[config.mk]
export PLATFORM = sky130hd
export DESIGN_NAME = nios_system_sysid_ext_flat
export DESIGN_NICKNAME = d
export VERILOG_FILES = /design/src/rtl/nios_system_sysid_ext_if.sv /design/src/rtl/nios_system_sysid_ext.sv /design/src/flat_wrapper.sv
export SDC_FILE = /design/constraint.sdc
export NUM_CORES = 1
export LEC_CHECK = 0
export ABC_AREA = 1
export CAP_MARGIN = 10
export CORE_MARGIN = 4
export CORE_UTILIZATION = 50
export DETAILED_ROUTE_END_ITERATION = 10
export PLACE_DENSITY = 0.77
export SLEW_MARGIN = 20
export SYNTH_ARGS = -nofsm -noshare
export SYNTH_HDL_FRONTEND = slang
export SYNTH_SLANG_ARGS = --single-unit
[constraint.sdc]
create_clock -name clock -period 1.55 [get_ports clock]
set_input_delay 0.31 -clock clock [delete_from_list [all_inputs] [get_ports clock]]
set_output_delay 0.31 -clock clock [all_outputs]
set_load 0.005 [all_outputs]
[src/rtl/nios_system_sysid_ext_if.sv]
// Avalon-MM slave bus bundle for the system-ID/housekeeping block.
// The master drives the request; the slave returns fixed-latency read data.
interface nios_system_sysid_ext_if #(
  parameter int ADDR_W = 3
);
  logic [ADDR_W-1:0] address;
  logic              read;
  logic              write;
  logic [31:0]       writedata;
  logic [3:0]        byteenable;
  logic [31:0]       readdata;
  logic              readdatavalid;

  modport master (
    output address, read, write, writedata, byteenable,
    input  readdata, readdatavalid
  );

  modport slave (
    input  address, read, write, writedata, byteenable,
    output readdata, readdatavalid
  );
endinterface

[src/rtl/nios_system_sysid_ext.sv]
// System-ID/housekeeping Avalon-MM slave: build ID, 64-bit uptime with
// prescaler and coherent high-word snapshot, scratch and control registers.
module nios_system_sysid_ext #(
  parameter logic [31:0] SYSTEM_ID    = 32'h583E6817,
  parameter logic [31:0] TIMESTAMP    = 32'h00000000,
  parameter int          ADDR_W       = 3,
  parameter int          READ_LATENCY = 1,
  parameter int          PRESCALE     = 1,
  parameter logic [31:0] SCRATCH_INIT = 32'h00000000
) (
  input  logic                    clock,
  input  logic                    reset,
  nios_system_sysid_ext_if.slave  avs,
  output logic                    tick
);

  localparam int            PW       = (PRESCALE > 1) ? $clog2(PRESCALE) : 1;
  localparam logic [PW-1:0] PRE_LOAD = PW'(PRESCALE - 1);
  localparam logic [7:0]    CAP_PS   = (PRESCALE > 255) ? 8'd255 : 8'(PRESCALE);
  localparam logic [1:0]    CAP_RL   = 2'(READ_LATENCY);
  localparam logic [31:0]   CAP_WORD = {16'd0, CAP_PS, 4'd0, CAP_RL, 2'b01};

  logic [PW-1:0] pre_left;
  logic [63:0]   uptime;
  logic [31:0]   snap_hi;
  logic [31:0]   scratch;
  logic          freeze;
  logic          wr_ok;
  logic          clr;
  logic          inc;
  logic [31:0]   rd_mux;

  logic [READ_LATENCY-1:0] pipe_v;
  logic [31:0]             pipe_d [READ_LATENCY];

  // A read in the same cycle wins; the write is silently dropped.
  assign wr_ok = avs.write & ~avs.read;
  assign clr   = wr_ok && (avs.address == ADDR_W'(6)) && avs.byteenable[0] && avs.writedata[1];
  // Prescaler counts down to zero; the zero cycle is the increment cycle.
  assign inc   = ~reset & ~freeze & ~clr & (pre_left == '0);
  assign tick  = inc;

  always_comb begin
    rd_mux = '0;
    case (avs.address)
      ADDR_W'(0): rd_mux = SYSTEM_ID;
      ADDR_W'(1): rd_mux = TIMESTAMP;
      ADDR_W'(2): rd_mux = uptime[31:0];
      ADDR_W'(3): rd_mux = snap_hi;
      ADDR_W'(4): rd_mux = scratch;
      ADDR_W'(5): rd_mux = CAP_WORD;
      ADDR_W'(6): rd_mux = {31'd0, freeze};
      default:    rd_mux = '0;
    endcase
  end

  always_ff @(posedge clock) begin
    if (reset) begin
      pre_left <= PRE_LOAD;
      uptime   <= '0;
    end else if (clr) begin
      pre_left <= PRE_LOAD;
      uptime   <= '0;
    end else if (!freeze) begin
      if (pre_left == '0) begin
        pre_left <= PRE_LOAD;
        uptime   <= uptime + 64'd1;
      end else begin
        pre_left <= pre_left - PW'(1);
      end
    end
  end

  always_ff @(posedge clock) begin
    if (reset) begin
      snap_hi <= '0;
      scratch <= SCRATCH_INIT;
      freeze  <= 1'b0;
    end else begin
      if (avs.read && avs.address == ADDR_W'(2))
        snap_hi <= uptime[63:32];
      if (wr_ok && avs.address == ADDR_W'(4)) begin
        for (int b = 0; b < 4; b++)
          if (avs.byteenable[b]) scratch[b*8 +: 8] <= avs.writedata[b*8 +: 8];
      end
      if (wr_ok && avs.address == ADDR_W'(6) && avs.byteenable[0])
        freeze <= avs.writedata[0];
    end
  end

  // Response delay line; data is forced to zero on idle slots.
  always_ff @(posedge clock) begin
    if (reset) begin
      pipe_v <= '0;
      for (int i = 0; i < READ_LATENCY; i++) pipe_d[i] <= '0;
    end else begin
      pipe_v[0] <= avs.read;
      pipe_d[0] <= avs.read ? rd_mux : 32'd0;
      for (int i = 1; i < READ_LATENCY; i++) begin
        pipe_v[i] <= pipe_v[i-1];
        pipe_d[i] <= pipe_d[i-1];
      end
    end
  end

  assign avs.readdatavalid = pipe_v[READ_LATENCY-1];
  assign avs.readdata      = pipe_d[READ_LATENCY-1];

endmodule

[src/flat_wrapper.sv]
// flat-port wrapper written by rule: the top's interface ports become plain ports
module nios_system_sysid_ext_flat 
#(
  parameter logic [31:0] SYSTEM_ID    = 32'h583E6817,
  parameter logic [31:0] TIMESTAMP    = 32'h00000000,
  parameter int          ADDR_W       = 3,
  parameter int          READ_LATENCY = 1,
  parameter int          PRESCALE     = 1,
  parameter logic [31:0] SCRATCH_INIT = 32'h00000000
)
  (clock, reset, tick, avs_address, avs_read, avs_write, avs_writedata, avs_byteenable, avs_readdata, avs_readdatavalid);
  nios_system_sysid_ext_if #(.ADDR_W(ADDR_W)) avs_i ();
  input  logic clock;
  input  logic reset;
  output logic tick;
  input wire logic [$bits(avs_i.address)-1:0] avs_address;
  input wire logic [$bits(avs_i.read)-1:0] avs_read;
  input wire logic [$bits(avs_i.write)-1:0] avs_write;
  input wire logic [$bits(avs_i.writedata)-1:0] avs_writedata;
  input wire logic [$bits(avs_i.byteenable)-1:0] avs_byteenable;
  output wire logic [$bits(avs_i.readdata)-1:0] avs_readdata;
  output wire logic [$bits(avs_i.readdatavalid)-1:0] avs_readdatavalid;
  assign avs_i.address = avs_address;
  assign avs_i.read = avs_read;
  assign avs_i.write = avs_write;
  assign avs_i.writedata = avs_writedata;
  assign avs_i.byteenable = avs_byteenable;
  assign avs_readdata = avs_i.readdata;
  assign avs_readdatavalid = avs_i.readdatavalid;
  nios_system_sysid_ext #(.SYSTEM_ID(SYSTEM_ID), .TIMESTAMP(TIMESTAMP), .ADDR_W(ADDR_W), .READ_LATENCY(READ_LATENCY), .PRESCALE(PRESCALE), .SCRATCH_INIT(SCRATCH_INIT)) u_core (.clock(clock), .reset(reset), .avs(avs_i), .tick(tick));
endmodule
==> results of run 1 <==
==> flip-flops by register name, summed over array words and instances, names as in the netlist <==
| register | count |
|---|---|
| u_core.pipe_d | 32 |
| u_core.snap_hi | 32 |
| u_core.scratch | 32 |
| u_core.avs.readdatavalid | 1 |
| u_core.freeze | 1 |
| u_core.uptime | 64 |
==> synthesized netlist by cell type (2+ instances only) <==
master | number | area, um^2
nand2_1 | 268 | 1010
nor2_1 | 186 | 698
dfxtp_1 | 162 | 3240
inv_1 | 85 | 319
a21oi_1 | 83 | 415
o21ai_0 | 65 | 325
nand3_1 | 62 | 310
nand4_1 | 24 | 150
clkbuf_1 | 22 | 82.6
a31oi_1 | 21 | 131
buf_2 | 12 | 60.1
nor2_2 | 10 | 62.6
xor2_1 | 10 | 87.6
xnor2_1 | 7 | 61.3
nor3_1 | 6 | 30.0
inv_2 | 4 | 15.0
o2111ai_1 | 4 | 35.0
nand3b_1 | 3 | 22.5
or2_2 | 3 | 18.8
a41oi_1 | 2 | 17.5
nand3_2 | 2 | 20.0
nor2_4 | 2 | 22.5
nor3_4 | 2 | 32.5
nor4_1 | 2 | 12.5
o21a_1 | 2 | 15.0
o22ai_1 | 2 | 12.5
==> cells by family after synthesis <==
logic type / after synthesis / synth area share
XOR/XNOR: 17 / 0.0205
AO/OA/AOI/OAI: 182 / 0.134
AND/OR/NAND/NOR: 574 / 0.332
flip-flops: 162 / 0.446
buffers and inverters: 124 / 0.0665
adder cells (fa/ha/maj): 1 / 0.00172
==> per-layer routing <==
layer	GRT usage	vias up
met4	0.117	0
met2	0.486	539
met3	0.0594	131
met1	0.388	3911
met5	0	-
li1	-	3941
==> through the flow <==
step	hold slack [ns]	utilization	setup TNS [ns]
2_1_floorplan	0.394	-	0
3_3_place_gp	0.436	0.665	-64.29
3_5_place_dp	0.453	0.665	-70.60
4_1_cts	0.439	0.729	-0.698
5_1_grt	0.255	0.758	-4.27
6_report	0.231	0.758	-1.60
==> cell type report <==
cell class | count | area (um^2)
clock inverter | 9 | 105
sequential | 162 | 3300
clock buffer | 22 | 484
inverter | 89 | 339
multi-input combinational | 774 | 4040
tap | 180 | 225
timing repair buffer | 256 | 2140
fill | 929 | 3400
==> worst min-delay path, delay by kind of cell <==
family,cells,cell delay (ns)
buffers and inverters,2,0.25
and+or+nand+nor,1,0.05
==> worst min path at each step <==
stage	start	end	slack, ns	cells after the start
after floorplan	reset	u_core.avs.readdatavalid$_SDFF_PP0_	0.39	1
after global placement	u_core.scratch[0]$_SDFFE_PP0P_	u_core.scratch[0]$_SDFFE_PP0P_	0.44	2
after detailed placement	u_core.scratch[0]$_SDFFE_PP0P_	u_core.scratch[0]$_SDFFE_PP0P_	0.45	2
after CTS	avs_read	u_core.avs.readdatavalid$_SDFF_PP0_	0.44	4
after global routing	reset	u_core.avs.readdatavalid$_SDFF_PP0_	0.25	3
final	reset	u_core.avs.readdatavalid$_SDFF_PP0_	0.23	3
==> where the power goes <==
| part | internal (mW) | total (mW) | leakage (nW) | switching (mW) |
|---|---|---|---|---|
| Combinational | 0.265 | 0.574 | 2.61 | 0.309 |
| Clock | 2.53 | 4.22 | 0.292 | 1.69 |
| Sequential | 4.21 | 4.25 | 1.33 | 0.0359 |
==> timing repair <==
item	4_1_cts	5_1_grt
setup buffers	18	9
pin swaps	28	46
endpoints found under the setup margin	123	95
resized for setup	121	139
hold buffers	0	0
==> results.toml, run 1 <==
[setup_path]
crit_start = "u_core.uptime[28]$_SDFFE_PP0N_"
reg2reg_depth = 9
crit_chain = "nand2_1 > nor2_1 > nand2_1 > nor2_1 > nand3_2 > nor2_2 > nand2_1 > nand2_1 > nor2_1"
critPathMostFrequentCell = "nand2_1"
cp.buffers_inverters = 0
required_ns = 1.88
critical-path-slowest-cell = "dfxtp_1"
crit_family = "simple AND/OR/NAND/NOR gates"
slowest_delay_ns = 0.37
reg2reg_slack_ns = -0.12
path_class = "reg -> reg"
arrival_ns = 2.00
startpoint_type = "register"
cp-endpoint = "u_core.uptime[52]$_SDFFE_PP0N_"
setup.worst_path.end_class = "register"
worst-path-stages = 9
timing.rr.start = "u_core.uptime[28]$_SDFFE_PP0N_"
critPathMaxFanout = 4
rr_endpoint = "u_core.uptime[52]$_SDFFE_PP0N_"

[synthesis]
async_flop_share = 0
synthFlopType = "dfxtp_1"
synth_cell_types = 35
synth_edf_count = 0
syn_inst = 1060
synth_area_per_cell_um2 = 6.87
syn_area_um2 = 7280
ys_seq_area_frac = 0.446
ys_seq_elements = 162
yosys_warnings = 0
syn_nets = 1104

[timing]
timing.final.ws_setup_ns = -0.117
rsz0062_at_grt = "yes"
worst_slew_pin_slew_ns = 0.451
setup_viol_count_final = 35
final-hold-violation-count = 0
slew_viol_final = 0
clock_skew_ns = 0.00896
period_needed_ns = 1.67
fin_crit_sh = 1.08
fmax_mhz = 600
relSlewSlack = 0.699

[power]
total_power_mw = 9.04
power_leakage_nw = 4.23
ir_drop_v = 0.00102
power.density_nw_per_um2 = 850

[finish]
stdcell_count = 1492
nNetsFinal = 1344
fin_area_um2 = 10600
area_growth_pct = 46.2
final_common_cell = "nand2_1"
antennaDiodeCount = 0
drive_gt1_frac = 0.297
final_cell_mix = "nand2_1 (237), buf_4 (167), nor2_1 (138), dfxtp_1 (126), a21oi_1 (78)"

[global_routing]
grt_util_all_layers = 0.298
grt_pass1_vias = 7440
grt_pass1_wl_mm = 38.4
grt.overflow.total = 0
grt_max_degree = 45
antenna_found_initial = 0

[routing]
wl_met1_mm = 10.4
viasPerCell = 5.71
wire_per_inst_um = 18.3
vias = 8522
drt-total-wl_mm = 27.3
ant_nets = 0
drtIter0Drc = 1118
routed.top_layer = "met4"
drt-pass1-iter-count = 5
route.met3.wl_mm = 2.70
wl_met2_mm = 12.8
drc_errors = 0

[clock_tree]
cts.clk_slew.worst_paths_ns = 0.07
cts_max_level = 4
cts_root_buf = "clkbuf_16"
cts_buffers = 17
insertion_delay_ns = 0.44
cts_tree = "built"
clockBufferDepth = 2
cts.sinks = 162

[die]
initial_core_util = 0.518
rows = 43
ioPinCount = 77
die_area_um2 = 16600
die_x_um = 129
coreArea_um2 = 14000
die_h_um = 129

[placement]
preCtsSetupSlack_ns = -0.773
detailed_place_hpwl_mm = 17.9
routabilityCongestion = 0.941
place_area_um2 = 9340
place_inst = 1436
port_buffers = 76

[outcome]
outcome = "complete, but fails checks"
violations = "setup timing"

[flow_run]
maxCapViolCount = 0

[min_path]
holdCritPathClass = "in -> reg"
(Power assumes the default switching activity.)
==> run 2: changes to the inputs <==
Settings changed: CORE_MARGIN 4 to 2.
==> results.toml, run 2 (synthesized netlist as in run 1, its figures left out) <==
[outcome]
outcome = "complete, but fails checks"
violations = "setup timing"

[timing]
clock_skew_ns = 0.00890
slew_viol_final = 0
rsz0062_at_grt = "yes"
worst_slew_pin_slew_ns = 0.469
fin_crit_sh = 1.10
hold_ws_ns = 0.333
fmax_mhz = 585
setup_viol_count_final = 32
period_needed_ns = 1.71
timing.final.ws_setup_ns = -0.159
final-hold-violation-count = 0
relSlewSlack = 0.688
tns_ns = -1.95

[global_routing]
grt_max_degree = 36
grt_util_all_layers = 0.326
grt_pass1_wl_mm = 39.7
grt.overflow.total = 0
antenna_found_initial = 0
grt_pass1_vias = 7856

[die]
coreArea_um2 = 14400
rows = 44
die_area_um2 = 15500
die_x_um = 125
die_h_um = 125
initial_core_util = 0.507
ioPinCount = 77

[finish]
drive_gt1_frac = 0.281
top_register = "u_core.uptime"
nFillCells = 1084
antennaDiodeCount = 0
nNetsFinal = 1359
final_cell_mix = "nand2_1 (252), buf_4 (178), nor2_1 (142), dfxtp_1 (138)"
final_common_cell = "nand2_1"
fin_util = 0.744
largest_reg_flops = 64
area_growth_pct = 46.9

[routing]
wire_per_inst_um = 17.3
vias = 8413
drt-total-wl_mm = 26.2
drtIter0Drc = 869
viasPerCell = 5.56
drc_errors = 0
drt-pass1-iter-count = 8
ant_nets = 0

[clock_tree]
clockBufferDepth = 2
cts_buffers = 17
cts.clk_slew.worst_paths_ns = 0.07
insertion_delay_ns = 0.45
holdBufCountCts = 0
cts_max_level = 4
cts_tree = "built"
cts_root_buf = "clkbuf_16"
cts.sinks = 162

[placement]
detailed_place_hpwl_mm = 18.5
routabilityCongestion = 0.952
port_buffers = 76

[setup_path]
slowest_delay_ns = 0.36
critical-path-slowest-cell = "dfxtp_2"
critPathMaxFanout = 6
path_class = "reg -> reg"
arrival_ns = 2.06
startpoint_type = "register"
setup.worst_path.end_class = "register"
required_ns = 1.90
crit_chain = "ha_4 > inv_4 > nor3_4 > nand3_2 > nor2_4 > nand3b_1 > o21ai_1 > nor2_1"

[power]
power.density_nw_per_um2 = 841
total_power_mw = 9.00
power_leakage_nw = 4.27
ir_drop_v = 0.000857

[min_path]
holdCritPathClass = "in -> reg"

[flow_run]
maxCapViolCount = 0
## run 2: cell count changes in the layout (fill, tap and decap cells not counted), sizes merged
| cell | delta |
|---|---|
| buf | +16 |
| inv | +8 |
| clkbuf | -6 |
| clkinvlp | +4 |
| clkinv | -3 |
| bufinv | -2 |
| clkdlybuf4s15 | -1 |
| dlygate4sd2 | -1 |
| dlymetal6s2s | +1 |
## run 2: worst paths after layout
check,slack [ns],end,cells after the start,start
max,-0.16,u_core.uptime[42]$_SDFFE_PP0N_,8,u_core.uptime[0]$_SDFFE_PP0N_
min,0.33,u_core.scratch[1]$_SDFFE_PP0P_,3,avs_writedata[1]
max reg2reg,-0.16,u_core.uptime[42]$_SDFFE_PP0N_,8,u_core.uptime[0]$_SDFFE_PP0N_
min reg2reg,0.47,u_core.scratch[21]$_SDFFE_PP0P_,2,u_core.scratch[21]$_SDFFE_PP0P_
## run 2: layer usage
metal / routed length [um] / vias up / track usage
met5: 0 / - / 0
met4: 1310 / 0 / 0.139
met3: 2010 / 111 / 0.0610
met2: 12400 / 410 / 0.548
met1: 10400 / 3920 / 0.409
li1: - / 3972 / -
## run 2: cell type report
cell class / count / area (um^2) / share of cell area
timing repair buffer: 270 / 2280 / 0.213
timing repair inverter: 1 / 7.51 / 0.000702
clock inverter: 15 / 141 / 0.0132
tap: 184 / 230 / 0.0215
inverter: 89 / 349 / 0.0326
clock buffer: 17 / 425 / 0.0398
sequential: 162 / 3280 / 0.307
multi-input combinational: 774 / 3980 / 0.373
## run 2: what timing repair did
action | 4_1_cts | 5_1_grt
gates cloned | 1 | 1
resized for setup | 134 | 101
setup endpoints to repair | 130 | 108
setup buffers | 21 | 10
pin swaps | 30 | 29
## run 2: power breakdown
part / total [mW] / switching, mW / internal, mW
combinational: 0.621 / 0.327 / 0.294
sequential: 4.25 / 0.0336 / 4.21
clock: 4.13 / 2.00 / 2.13
total: 9.00 / 2.36 / 6.64
## run 2: worst max-delay path: cells and delay by family, from the launching register on
family / cells / cell delay (ns)
fa+ha+maj: 1 / 0.15
buf+inv: 1 / 0.04
flops: 1 / 0.36
compound gates: 1 / 0.15
simple gates: 5 / 0.91
## run 2: metrics by stage
step	worst slack, ns	instances	area [um^2]
2_1_floorplan	0.00308	1060	7280
3_3_place_gp	-0.713	1454	9430
3_5_place_dp	-0.772	1454	9430
4_1_cts	-0.117	1506	10300
5_1_grt	-0.225	1512	10700
6_report	-0.159	1512	10700
==> run 3: changes to the inputs <==
Settings changed: PLACE_DENSITY 0.77 to 0.82, SKIP_CTS_REPAIR_TIMING set to 1, TNS_END_PERCENT set to 30.
==> results.toml, run 3 (synthesized netlist as in run 1, its figures left out) <==
[outcome]
outcome = "complete, but fails checks"
violations = "setup timing"

[power]
power.density_nw_per_um2 = 850
ir_drop_v = 0.000822
power_leakage_nw = 4.62
total_power_mw = 9.12

[routing]
viasPerCell = 5.69
drt-total-wl_mm = 26.6
drtIter0Drc = 1060
drc_errors = 0
drt-pass1-iter-count = 5
wire_per_inst_um = 17.8
vias = 8480
ant_nets = 0

[global_routing]
grt.overflow.total = 0
grt_max_degree = 36
antenna_found_initial = 0
grt_util_all_layers = 0.301
grt_pass1_vias = 7722
grt_pass1_wl_mm = 37.3

[timing]
clock_skew_ns = 0.00728
worst_slew_pin_slew_ns = 0.485
final-hold-violation-count = 0
fmax_mhz = 554
slew_viol_final = 0
timing.final.ws_setup_ns = -0.255
relSlewSlack = 0.674
period_needed_ns = 1.80
setup_viol_count_final = 41
rsz0062_at_grt = "yes"
fin_crit_sh = 1.16
hold_ws_ns = 0.277
tns_ns = -4.53

[setup_path]
path_class = "reg -> reg"
setup.worst_path.end_class = "register"
startpoint_type = "register"
critical-path-slowest-cell = "dfxtp_4"
critPathMaxFanout = 7
reg2reg_slack_ns = -0.25
slowest_delay_ns = 0.38
critPathMostFrequentCell = "nand3_2"
required_ns = 1.85
crit_chain = "ha_4 > inv_2 > nor3_4 > nand3_2 > nor2_4 > buf_6 > nand3_2 > nand2_2 > a21oi_2"
arrival_ns = 2.11

[die]
die_area_um2 = 15500
ioPinCount = 77
initial_core_util = 0.507
rows = 44
coreArea_um2 = 14400
die_h_um = 125
die_x_um = 125

[finish]
nNetsFinal = 1339
area_growth_pct = 47.3
fin_util = 0.746
fin_area_um2 = 10700
antennaDiodeCount = 0
seqCellArea_um2 = 3280
largest_reg_flops = 64
drive_gt1_frac = 0.269
multi_input_area_um2 = 4020
stdcell_count = 1491
final_cell_mix = "nand2_1 (239), buf_4 (160), dfxtp_1 (141), nor2_1 (138), a21oi_1 (81)"
nFillCells = 984
final_common_cell = "nand2_1"
top_register = "u_core.uptime"

[placement]
routabilityCongestion = 0.963
place_inst = 1448
port_buffers = 76
place_area_um2 = 9390
detailed_place_hpwl_mm = 17.8
preCtsSetupSlack_ns = -0.753

[min_path]
holdCritPathClass = "in -> reg"

[clock_tree]
cts.clk_slew.worst_paths_ns = 0.06
insertion_delay_ns = 0.43
cts_buffers = 17
cts_tree = "built"
cts_root_buf = "clkbuf_16"
clockBufferDepth = 2
cts.sinks = 162
cts_max_level = 4

[flow_run]
maxCapViolCount = 0
==> run 3: cell count changes in the layout (fill, tap and decap cells not counted), sizes merged <==
cell,change
buf,-22
dlymetal6s2s,+36
clkinv,+2
clkinvlp,-4
inv,-6
bufinv,+3
dlygate4sd2,-30
==> run 3: area by class of cell <==
type / instances / area share
Clock inverter: 11 / 0.0145
Clock buffer: 20 / 0.0407
Inverter: 89 / 0.0319
Sequential cell: 162 / 0.306
Multi-Input combinational cell: 774 / 0.375
Timing Repair Buffer: 251 / 0.210
Tap cell: 184 / 0.0215
==> run 3: routing by layer <==
layer | vias up | part of all wire | GRT usage
li1 | 3922 | - | -
met2 | 486 | 0.48 | 0.493
met4 | 0 | 0.050 | 0.149
met3 | 115 | 0.082 | 0.0649
met5 | - | 0 | 0
met1 | 3957 | 0.38 | 0.375
==> run 3: final timing paths <==
check                                       start                                  end  cells after the start
setup / recovery    u_core.uptime[0]$_SDFFE_PP0N_       u_core.uptime[54]$_SDFFE_PP0N_                      9
hold reg to reg   u_core.scratch[18]$_SDFFE_PP0P_      u_core.scratch[18]$_SDFFE_PP0P_                      2
hold / removal                              reset  u_core.avs.readdatavalid$_SDFF_PP0_                      3
setup reg to reg    u_core.uptime[0]$_SDFFE_PP0N_       u_core.uptime[54]$_SDFFE_PP0N_                      9
==> run 3: power breakdown <==
part | total (mW) | internal, mW | switching (mW)
sequential | 4.25 | 4.21 | 0.0367
clock | 4.30 | 2.54 | 1.75
combinational | 0.571 | 0.266 | 0.305
total | 9.12 | 7.02 | 2.10
==> run 3: critical path: cells and delay by family (launching register included) <==
family                   cells  cell delay [ns]
adder cells (fa/ha/maj)      1             0.15
AO/OA/AOI/OAI                1             0.05
AND/OR/NAND/NOR              5             0.90
buffers and inverters        2             0.19
flip-flops                   1             0.38
